<file path="src/rtl/i2c_cmd_sequencer.sv">
// i2c_cmd_sequencer: CSR master for the Avalon I2C host bridge. Initialises SCL timing,
// turns single-byte register write/read commands into TFR_CMD pushes, polls for
// completion, fetches RX data and returns one response per command, recovering locally
// from NACK, arbitration loss and timeout.
module i2c_cmd_sequencer #(
  parameter int unsigned SCL_LOW_CNT  = 500,
  parameter int unsigned SCL_HIGH_CNT = 500,
  parameter int unsigned SDA_HOLD_CNT = 30,
  parameter int unsigned TIMEOUT_CYC  = 2000000
) (
  input  logic        clk,
  input  logic        reset,
  input  logic        cmd_valid,
  output logic        cmd_ready,
  input  logic        cmd_rnw,
  input  logic [6:0]  cmd_addr,
  input  logic [7:0]  cmd_reg,
  input  logic [7:0]  cmd_wdata,
  output logic        rsp_valid,
  output logic [7:0]  rsp_rdata,
  output logic        rsp_nack,
  output logic        rsp_arblost,
  output logic        rsp_timeout,
  output logic [3:0]  csr_address,
  output logic        csr_read,
  output logic        csr_write,
  output logic [31:0] csr_writedata,
  input  logic [31:0] csr_readdata
);

  localparam int unsigned AW = 4;
  localparam int unsigned DW = 32;
  localparam int unsigned CW = 32;

  typedef enum logic [4:0] {
    S_INIT_SCLL, S_INIT_SCLH, S_INIT_SDAH, S_INIT_ISR, S_INIT_EN, S_IDLE, S_PUSH,
    S_ISR_RD, S_ISR_WT, S_ISR_CHK, S_STS_RD, S_STS_WT, S_STS_CHK,
    S_LVL_RD, S_LVL_WT, S_LVL_CHK, S_RXL_RD, S_RXL_WT, S_RXL_CHK,
    S_RXD_RD, S_RXD_WT, S_RXD_CHK, S_ABT_DIS, S_ABT_CLR, S_ABT_EN, S_RESP
  } state_t;

  state_t          r_state, w_state_next;
  logic            r_rnw;
  logic [6:0]      r_addr;
  logic [7:0]      r_reg, r_wdata, r_rdata;
  logic [1:0]      r_push_idx;
  logic            r_sts_busy, r_flag_nack, r_flag_arb, r_flag_to;
  logic [CW-1:0]   r_tmo_cnt;
  logic [AW-1:0]   r_csr_address, w_csr_address;
  logic [DW-1:0]   r_csr_writedata, w_csr_writedata, w_push_word;
  logic            r_csr_read, w_csr_read, r_csr_write, w_csr_write;
  logic            r_cmd_ready, w_cmd_ready, r_rsp_valid, w_rsp_valid;
  logic [7:0]      r_rsp_rdata;
  logic            r_rsp_nack, r_rsp_arb, r_rsp_to;
  logic            w_accept, w_isr_err, w_tmo_abort, w_busy, w_poll, w_tmo_exp;
  logic [1:0]      w_push_last;

  assign w_busy      = (r_state >= S_PUSH) && (r_state <= S_RXD_CHK);
  assign w_poll      = (r_state >= S_ISR_RD) && (r_state <= S_RXD_CHK);
  assign w_tmo_exp   = (r_tmo_cnt >= CW'(TIMEOUT_CYC));
  assign w_push_last = r_rnw ? 2'd3 : 2'd2;

  // TFR_CMD word for the current push slot (repeated start on reads)
  always_comb begin
    w_push_word = '0;
    unique case (r_push_idx)
      2'd0: w_push_word = {22'b0, 2'b10, r_addr, 1'b0};
      2'd1: w_push_word = {24'b0, r_reg};
      2'd2: w_push_word = r_rnw ? {22'b0, 2'b10, r_addr, 1'b1} : {22'b0, 2'b01, r_wdata};
      default: w_push_word = {22'b0, 2'b01, 8'h00};
    endcase
  end

  // state register
  always_ff @(posedge clk or posedge reset) begin
    if (reset) r_state <= S_INIT_SCLL;
    else       r_state <= w_state_next;
  end

  // next state and next-cycle CSR/handshake outputs
  always_comb begin
    w_state_next    = r_state;
    w_csr_address   = '0;
    w_csr_writedata = '0;
    w_csr_read      = 1'b0;
    w_csr_write     = 1'b0;
    w_cmd_ready     = 1'b0;
    w_rsp_valid     = 1'b0;
    w_accept        = 1'b0;
    w_isr_err       = 1'b0;
    w_tmo_abort     = 1'b0;
    unique case (r_state)
      S_INIT_SCLL: begin w_csr_write = 1'b1; w_csr_address = AW'(8);  w_csr_writedata = DW'(SCL_LOW_CNT);  w_state_next = S_INIT_SCLH; end
      S_INIT_SCLH: begin w_csr_write = 1'b1; w_csr_address = AW'(9);  w_csr_writedata = DW'(SCL_HIGH_CNT); w_state_next = S_INIT_SDAH; end
      S_INIT_SDAH: begin w_csr_write = 1'b1; w_csr_address = AW'(10); w_csr_writedata = DW'(SDA_HOLD_CNT); w_state_next = S_INIT_ISR;  end
      S_INIT_ISR:  begin w_csr_write = 1'b1; w_csr_address = AW'(4);  w_csr_writedata = DW'(32'h1F);      w_state_next = S_INIT_EN;   end
      S_INIT_EN:   begin w_csr_write = 1'b1; w_csr_address = AW'(2);  w_csr_writedata = DW'(32'h1);       w_state_next = S_IDLE;      end
      S_IDLE: begin
        w_cmd_ready = 1'b1;
        if (cmd_valid && r_cmd_ready) begin
          w_accept     = 1'b1;
          w_cmd_ready  = 1'b0;
          w_state_next = S_PUSH;
        end
      end
      S_PUSH: begin
        w_csr_write     = 1'b1;
        w_csr_address   = AW'(0);
        w_csr_writedata = w_push_word;
        if (r_push_idx == w_push_last) w_state_next = S_ISR_RD;
      end
      S_ISR_RD:  begin w_csr_read = 1'b1; w_csr_address = AW'(4); w_state_next = S_ISR_WT; end
      S_ISR_WT:  w_state_next = S_ISR_CHK;
      S_ISR_CHK: begin
        w_isr_err    = csr_readdata[2] | csr_readdata[3];
        w_state_next = w_isr_err ? S_ABT_DIS : S_STS_RD;
      end
      S_STS_RD:  begin w_csr_read = 1'b1; w_csr_address = AW'(5); w_state_next = S_STS_WT; end
      S_STS_WT:  w_state_next = S_STS_CHK;
      S_STS_CHK: w_state_next = S_LVL_RD;
      S_LVL_RD:  begin w_csr_read = 1'b1; w_csr_address = AW'(6); w_state_next = S_LVL_WT; end
      S_LVL_WT:  w_state_next = S_LVL_CHK;
      S_LVL_CHK: begin
        if (r_sts_busy || (csr_readdata != '0)) w_state_next = S_ISR_RD;
        else                                    w_state_next = r_rnw ? S_RXL_RD : S_RESP;
      end
      S_RXL_RD:  begin w_csr_read = 1'b1; w_csr_address = AW'(7); w_state_next = S_RXL_WT; end
      S_RXL_WT:  w_state_next = S_RXL_CHK;
      S_RXL_CHK: w_state_next = (csr_readdata == '0) ? S_RXL_RD : S_RXD_RD;
      S_RXD_RD:  begin w_csr_read = 1'b1; w_csr_address = AW'(1); w_state_next = S_RXD_WT; end
      S_RXD_WT:  w_state_next = S_RXD_CHK;
      S_RXD_CHK: w_state_next = S_RESP;
      S_ABT_DIS: begin w_csr_write = 1'b1; w_csr_address = AW'(2); w_csr_writedata = DW'(32'h0);  w_state_next = S_ABT_CLR; end
      S_ABT_CLR: begin w_csr_write = 1'b1; w_csr_address = AW'(4); w_csr_writedata = DW'(32'h1F); w_state_next = S_ABT_EN;  end
      S_ABT_EN:  begin w_csr_write = 1'b1; w_csr_address = AW'(2); w_csr_writedata = DW'(32'h1);  w_state_next = S_RESP;    end
      S_RESP: begin
        w_rsp_valid  = 1'b1;
        w_state_next = S_IDLE;
      end
      default: w_state_next = S_INIT_SCLL;
    endcase
    // expiry preempts any poll step, including issuing the next read
    if (w_poll && w_tmo_exp) begin
      w_state_next  = S_ABT_DIS;
      w_csr_read    = 1'b0;
      w_csr_address = '0;
      w_isr_err     = 1'b0;
      w_tmo_abort   = 1'b1;
    end
  end

  // command latch, push index, poll captures, flags and timeout counter
  always_ff @(posedge clk or posedge reset) begin
    if (reset) begin
      r_rnw <= 1'b0; r_addr <= '0; r_reg <= '0; r_wdata <= '0; r_rdata <= '0;
      r_push_idx <= '0; r_sts_busy <= 1'b0; r_tmo_cnt <= '0;
      r_flag_nack <= 1'b0; r_flag_arb <= 1'b0; r_flag_to <= 1'b0;
    end else begin
      if (w_accept) begin
        r_rnw <= cmd_rnw; r_addr <= cmd_addr; r_reg <= cmd_reg; r_wdata <= cmd_wdata;
        r_rdata <= '0; r_push_idx <= '0; r_tmo_cnt <= '0;
        r_flag_nack <= 1'b0; r_flag_arb <= 1'b0; r_flag_to <= 1'b0;
      end else if (w_busy && !w_tmo_exp) begin
        r_tmo_cnt <= r_tmo_cnt + CW'(1);
      end
      if (r_state == S_PUSH)    r_push_idx <= r_push_idx + 2'd1;
      if (r_state == S_STS_CHK) r_sts_busy <= (csr_readdata != '0);
      if (r_state == S_RXD_CHK && !w_tmo_abort) r_rdata <= csr_readdata[7:0];
      if (w_isr_err) begin
        r_flag_nack <= csr_readdata[2];
        r_flag_arb  <= csr_readdata[3];
      end
      if (w_tmo_abort) r_flag_to <= 1'b1;
    end
  end

  // registered outputs; response fields hold until the next response
  always_ff @(posedge clk or posedge reset) begin
    if (reset) begin
      r_csr_address <= '0; r_csr_writedata <= '0; r_csr_read <= 1'b0; r_csr_write <= 1'b0;
      r_cmd_ready <= 1'b0; r_rsp_valid <= 1'b0;
      r_rsp_rdata <= '0; r_rsp_nack <= 1'b0; r_rsp_arb <= 1'b0; r_rsp_to <= 1'b0;
    end else begin
      r_csr_address   <= w_csr_address;
      r_csr_writedata <= w_csr_writedata;
      r_csr_read      <= w_csr_read;
      r_csr_write     <= w_csr_write;
      r_cmd_ready     <= w_cmd_ready;
      r_rsp_valid     <= w_rsp_valid;
      if (w_rsp_valid) begin
        r_rsp_rdata <= r_rdata;
        r_rsp_nack  <= r_flag_nack;
        r_rsp_arb   <= r_flag_arb;
        r_rsp_to    <= r_flag_to;
      end
    end
  end

  assign cmd_ready     = r_cmd_ready;
  assign rsp_valid     = r_rsp_valid;
  assign rsp_rdata     = r_rsp_rdata;
  assign rsp_nack      = r_rsp_nack;
  assign rsp_arblost   = r_rsp_arb;
  assign rsp_timeout   = r_rsp_to;
  assign csr_address   = r_csr_address;
  assign csr_read      = r_csr_read;
  assign csr_write     = r_csr_write;
  assign csr_writedata = r_csr_writedata;

endmodule
</file>
<file path="config.mk">
export PLATFORM = sky130hd
export DESIGN_NAME = i2c_cmd_sequencer
export DESIGN_NICKNAME = d
export VERILOG_FILES = /design/src/rtl/i2c_cmd_sequencer.sv
export SDC_FILE = /design/constraint.sdc
export NUM_CORES = 1
export LEC_CHECK = 0
export CAP_MARGIN = 30
export CORE_MARGIN = 2
export CORE_UTILIZATION = 40
export DETAILED_ROUTE_END_ITERATION = 12
export GPL_TIMING_DRIVEN = 0
export PLACE_DENSITY = 0.62
export SYNTH_ARGS = -nofsm -noshare
export SYNTH_HDL_FRONTEND = slang
export SYNTH_SLANG_ARGS = --single-unit
</file>
<file path="constraint.sdc">
create_clock -name clk -period 8.4 [get_ports clk]
set_input_delay 1.68 -clock clk [delete_from_list [all_inputs] [get_ports clk]]
set_output_delay 1.68 -clock clk [all_outputs]
set_load 0.01 [all_outputs]
</file>
==> summary.txt <==
Outcome
  – Outcome: completed

Timing
  – Period utilisation layout: 0.4305
  – Worst Skew: 0.007739 ns
  – Endpoints failing setup: 0
  – RSZ-0062 raised after global routing: false
  – Setup TNS: 0 ns
  – Max Clk Rate: roughly 280 MHz
  – Period minus WS final: roughly 3.6 ns
  – Measured slew at the worst slew-check pin: 0.7275 ns
  – Rel. slew slack: 0.5113
  – Final Hold Fails: 0
  – Max Slew Vio Count: 0

Clock tree
  – Skew-Pair Late Insertion Delay: 0.36 ns
  – Bufs on Longest Clock Path: 2
  – Post-CTS Repair Setup Buffers: 0
  – CTS root buffer: clkbuf_16
  – CTS tree: yes
  – H-tree depth: 3
  – Reg clk slew, reported paths: 0.07 ns
  – CTS sink count: 104
  – Post-cts gate resize count: 0
  – Num CTS Buffers: 9
  – CTS Hold Bufs: 0

Cells and area
  – Max reg flops: 32
  – Final core occ: 0.5264
  – Most frequent cells in the layout: 118 x nand2_1, 104 x dfrtp_1, 87 x clkdlybuf4s50_1, 34 x o21ai_0
  – Nets: 746
  – Area Growth Syn to Fin: 28.55%
  – Number of antenna repair diodes: 0
  – Commonest non-fill, non-tap cell in the layout: nand2_1
  – Share of layout cells above drive strength 1: 0.08759
  – Reg with most FFs: r_tmo_cnt

Worst setup path
  – Crit path max-delay cell type: nor3_1
  – Path length in cells of the critical path: 7
  – Critical path arrival: between 3 and 4 ns
  – R2R depth: 8
  – Crit path max-delay family: buffers and inverters
  – Most used cell along the critical path: nand2_1
  – Worst EP required: 8.69 ns
  – Worst Path Max Fanout: 10
  – CP Launch Type: primary input
  – WP buf/inv: 3
  – Max incr delay on CP: 0.60 ns
  – Critical path class: in2reg
  – Worst path cell trace: clkdlybuf4s50_1 -> nand2_1 -> nor3_1 -> clkbuf_1 -> buf_1 -> nand2_1 -> nand2_1
  – CP endpoint kind: register

Power
  – Leakage power: between 3 and 4 nW
  – Comb pwr share: 0.406
  – Sw power: 0.7762 mW
  – Switching portion of total power: 0.3905
  – Sequential share of power: 0.392
  – Clock Power Share: 0.202
  – Power Dens Cells: 299.3 mW/mm2
  – Pint: 1.212 mW
  – Worst VDD drop: about 140 uV

Floorplan
  – Top-level port count: 110
  – Core area: 0.01262 mm2
  – Die height: 117.7 um
  – Chip Width: 117.7 um
  – Std-Cell Rows: 41
  – Die Footprint: 0.01384 mm2
  – Initial core utilization: 0.4095

Logic synthesis
  – Distinct cells, synth: 54
  – Seq/Total Area, Yosys: 0.5036
  – EDFF count, synth: 0
  – Ys flop type: dfrtp_1
  – Warnings, synthesis: 0
  – Synth Instances: 560
  – Synthesized area per cell: 9.228 um2
  – Synthesized area: 0.005167 mm2
  – Asr flop ratio synth: 1.000
  – Synth Register Bits: between 100 and 150

Routing
  – DR iter-0 viols: 296
  – Drt pass-1 iters: 6
  – Vias per inst: between 5 and 6
  – Avg WL per Cell: 15.81 um
  – Vias: 4391
  – Routed Antenna Nets: 0
  – Routed WL: between 10000 and 15000 um
  – DRC: 0

Global routing
  – GR Util All Layers: 0.2011
  – Global-route wire length before repair: 22240 um
  – Pin count of the biggest net entering global routing: 63
  – Initial antenna violation count: 0
  – GR Overflow Total: 0
  – Number of global-route vias before repair: 4353

Place
  – Placer congestion estimate: 0.9078
  – PortBufs: 87
  – Detailed placement HPWL: 9782 um

Flow run
  – Maxcap violations: 0

Hold path
  – Hold Crit Depth: 1
  – Hold WC Path Type: reg2reg
cell families (layout without fill, tap and decap cells):
logic type / after synthesis / after routing / share of synthesized area
AOI/OAI and AO/OA: 107 / 107 / 0.1351
xor gates and xnor gates: 4 / 4 / 0.006781
adders and majority gates: 6 / 6 / 0.01453
buffers and inverters: 72 / 176 / 0.06852
DFF: 104 / 104 / 0.5036
muxes: 19 / 19 / 0.03971
other: 1 / 22 / 0.0007257
and+or+nand+nor: 247 / 247 / 0.2310
synth_stat cells, types with 7 or more instances:
| cell type | count | area share |
|---|---|---|
| nor2_1 | 22 | 0.016 |
| nor3_1 | 11 | 0.011 |
| and2_1 | 13 | 0.016 |
| clkbuf_1 | 25 | 0.018 |
| inv_1 | 15 | 0.011 |
| or3_1 | 10 | 0.012 |
| mux2_2 | 12 | 0.026 |
| dfrtp_1 | 104 | 0.50 |
| nor4_1 | 8 | 0.0097 |
| mux2i_1 | 7 | 0.014 |
| buf_1 | 9 | 0.0065 |
| a21oi_1 | 25 | 0.024 |
| or4_1 | 8 | 0.012 |
| nand2_1 | 118 | 0.086 |
| nand3_1 | 18 | 0.017 |
| nand4_1 | 7 | 0.0085 |
| nor2b_1 | 9 | 0.011 |
| buf_4 | 22 | 0.032 |
| o21ai_0 | 34 | 0.033 |
| a222oi_1 | 7 | 0.014 |
stage by stage:
stage / std cells / power, mW / setup slack [ns] / cell area [um2] / hold WS [ns]
after floorplan: 581 / 1.300 / 3.988 / 5246 / 0.4403
after global placement: 840 / 1.573 / 2.469 / 6332 / 0.4588
after detailed placement: 842 / 1.589 / 4.402 / 6370 / 0.4620
after CTS: 857 / 1.997 / 4.767 / 6643 / 0.4789
after global routing: 857 / 2.133 / 4.635 / 6643 / 0.4945
final: 857 / 1.988 / 4.784 / 6643 / 0.4786
worst paths after layout:
path                                from       endpoint  slack [ns]
max                            cmd_valid          r_rnw        4.78
min                        r_tmo_cnt[27]  r_tmo_cnt[27]        0.48
max reg2reg                   r_state[2]          r_rnw        5.58
min reg2reg                r_tmo_cnt[27]  r_tmo_cnt[27]        0.48
max in group asynchronous          reset   r_tmo_cnt[7]        5.95
min in group asynchronous          reset    rsp_arblost        1.75
power by group through the flow:
stage | clock network [mW] | registers [mW] | logic [mW]
2_1_floorplan | 0 | 0.774 | 0.527
3_3_place_gp | 0 | 0.780 | 0.793
3_5_place_dp | 0 | 0.786 | 0.802
4_1_cts | 0.412 | 0.778 | 0.807
5_1_grt | 0.433 | 0.800 | 0.900
6_report | 0.401 | 0.780 | 0.807
area by class of cell:
type / count / area [um2]
plain buffers: 57 / 297.8
clock buffers: 10 / 239.0
clock inverters: 5 / 33.78
fillers: 1198 / 5977
inverters: 15 / 58.81
multi-input cells: 405 / 2290
flip-flops and latches: 104 / 2603
well taps: 172 / 215.2
repair buffers: 89 / 905.9
per-layer routing:
metal / GRT usage / part of all wire / vias to the layer above
li1: - / - / 2155
met5: 0 / 0 / -
met4: 0.07605 / 0.014 / 0
met1: 0.2655 / 0.46 / 2121
met3: 0.04215 / 0.039 / 15
met2: 0.3259 / 0.48 / 100
No activity file was read; power rests on OpenSTA's default activity.
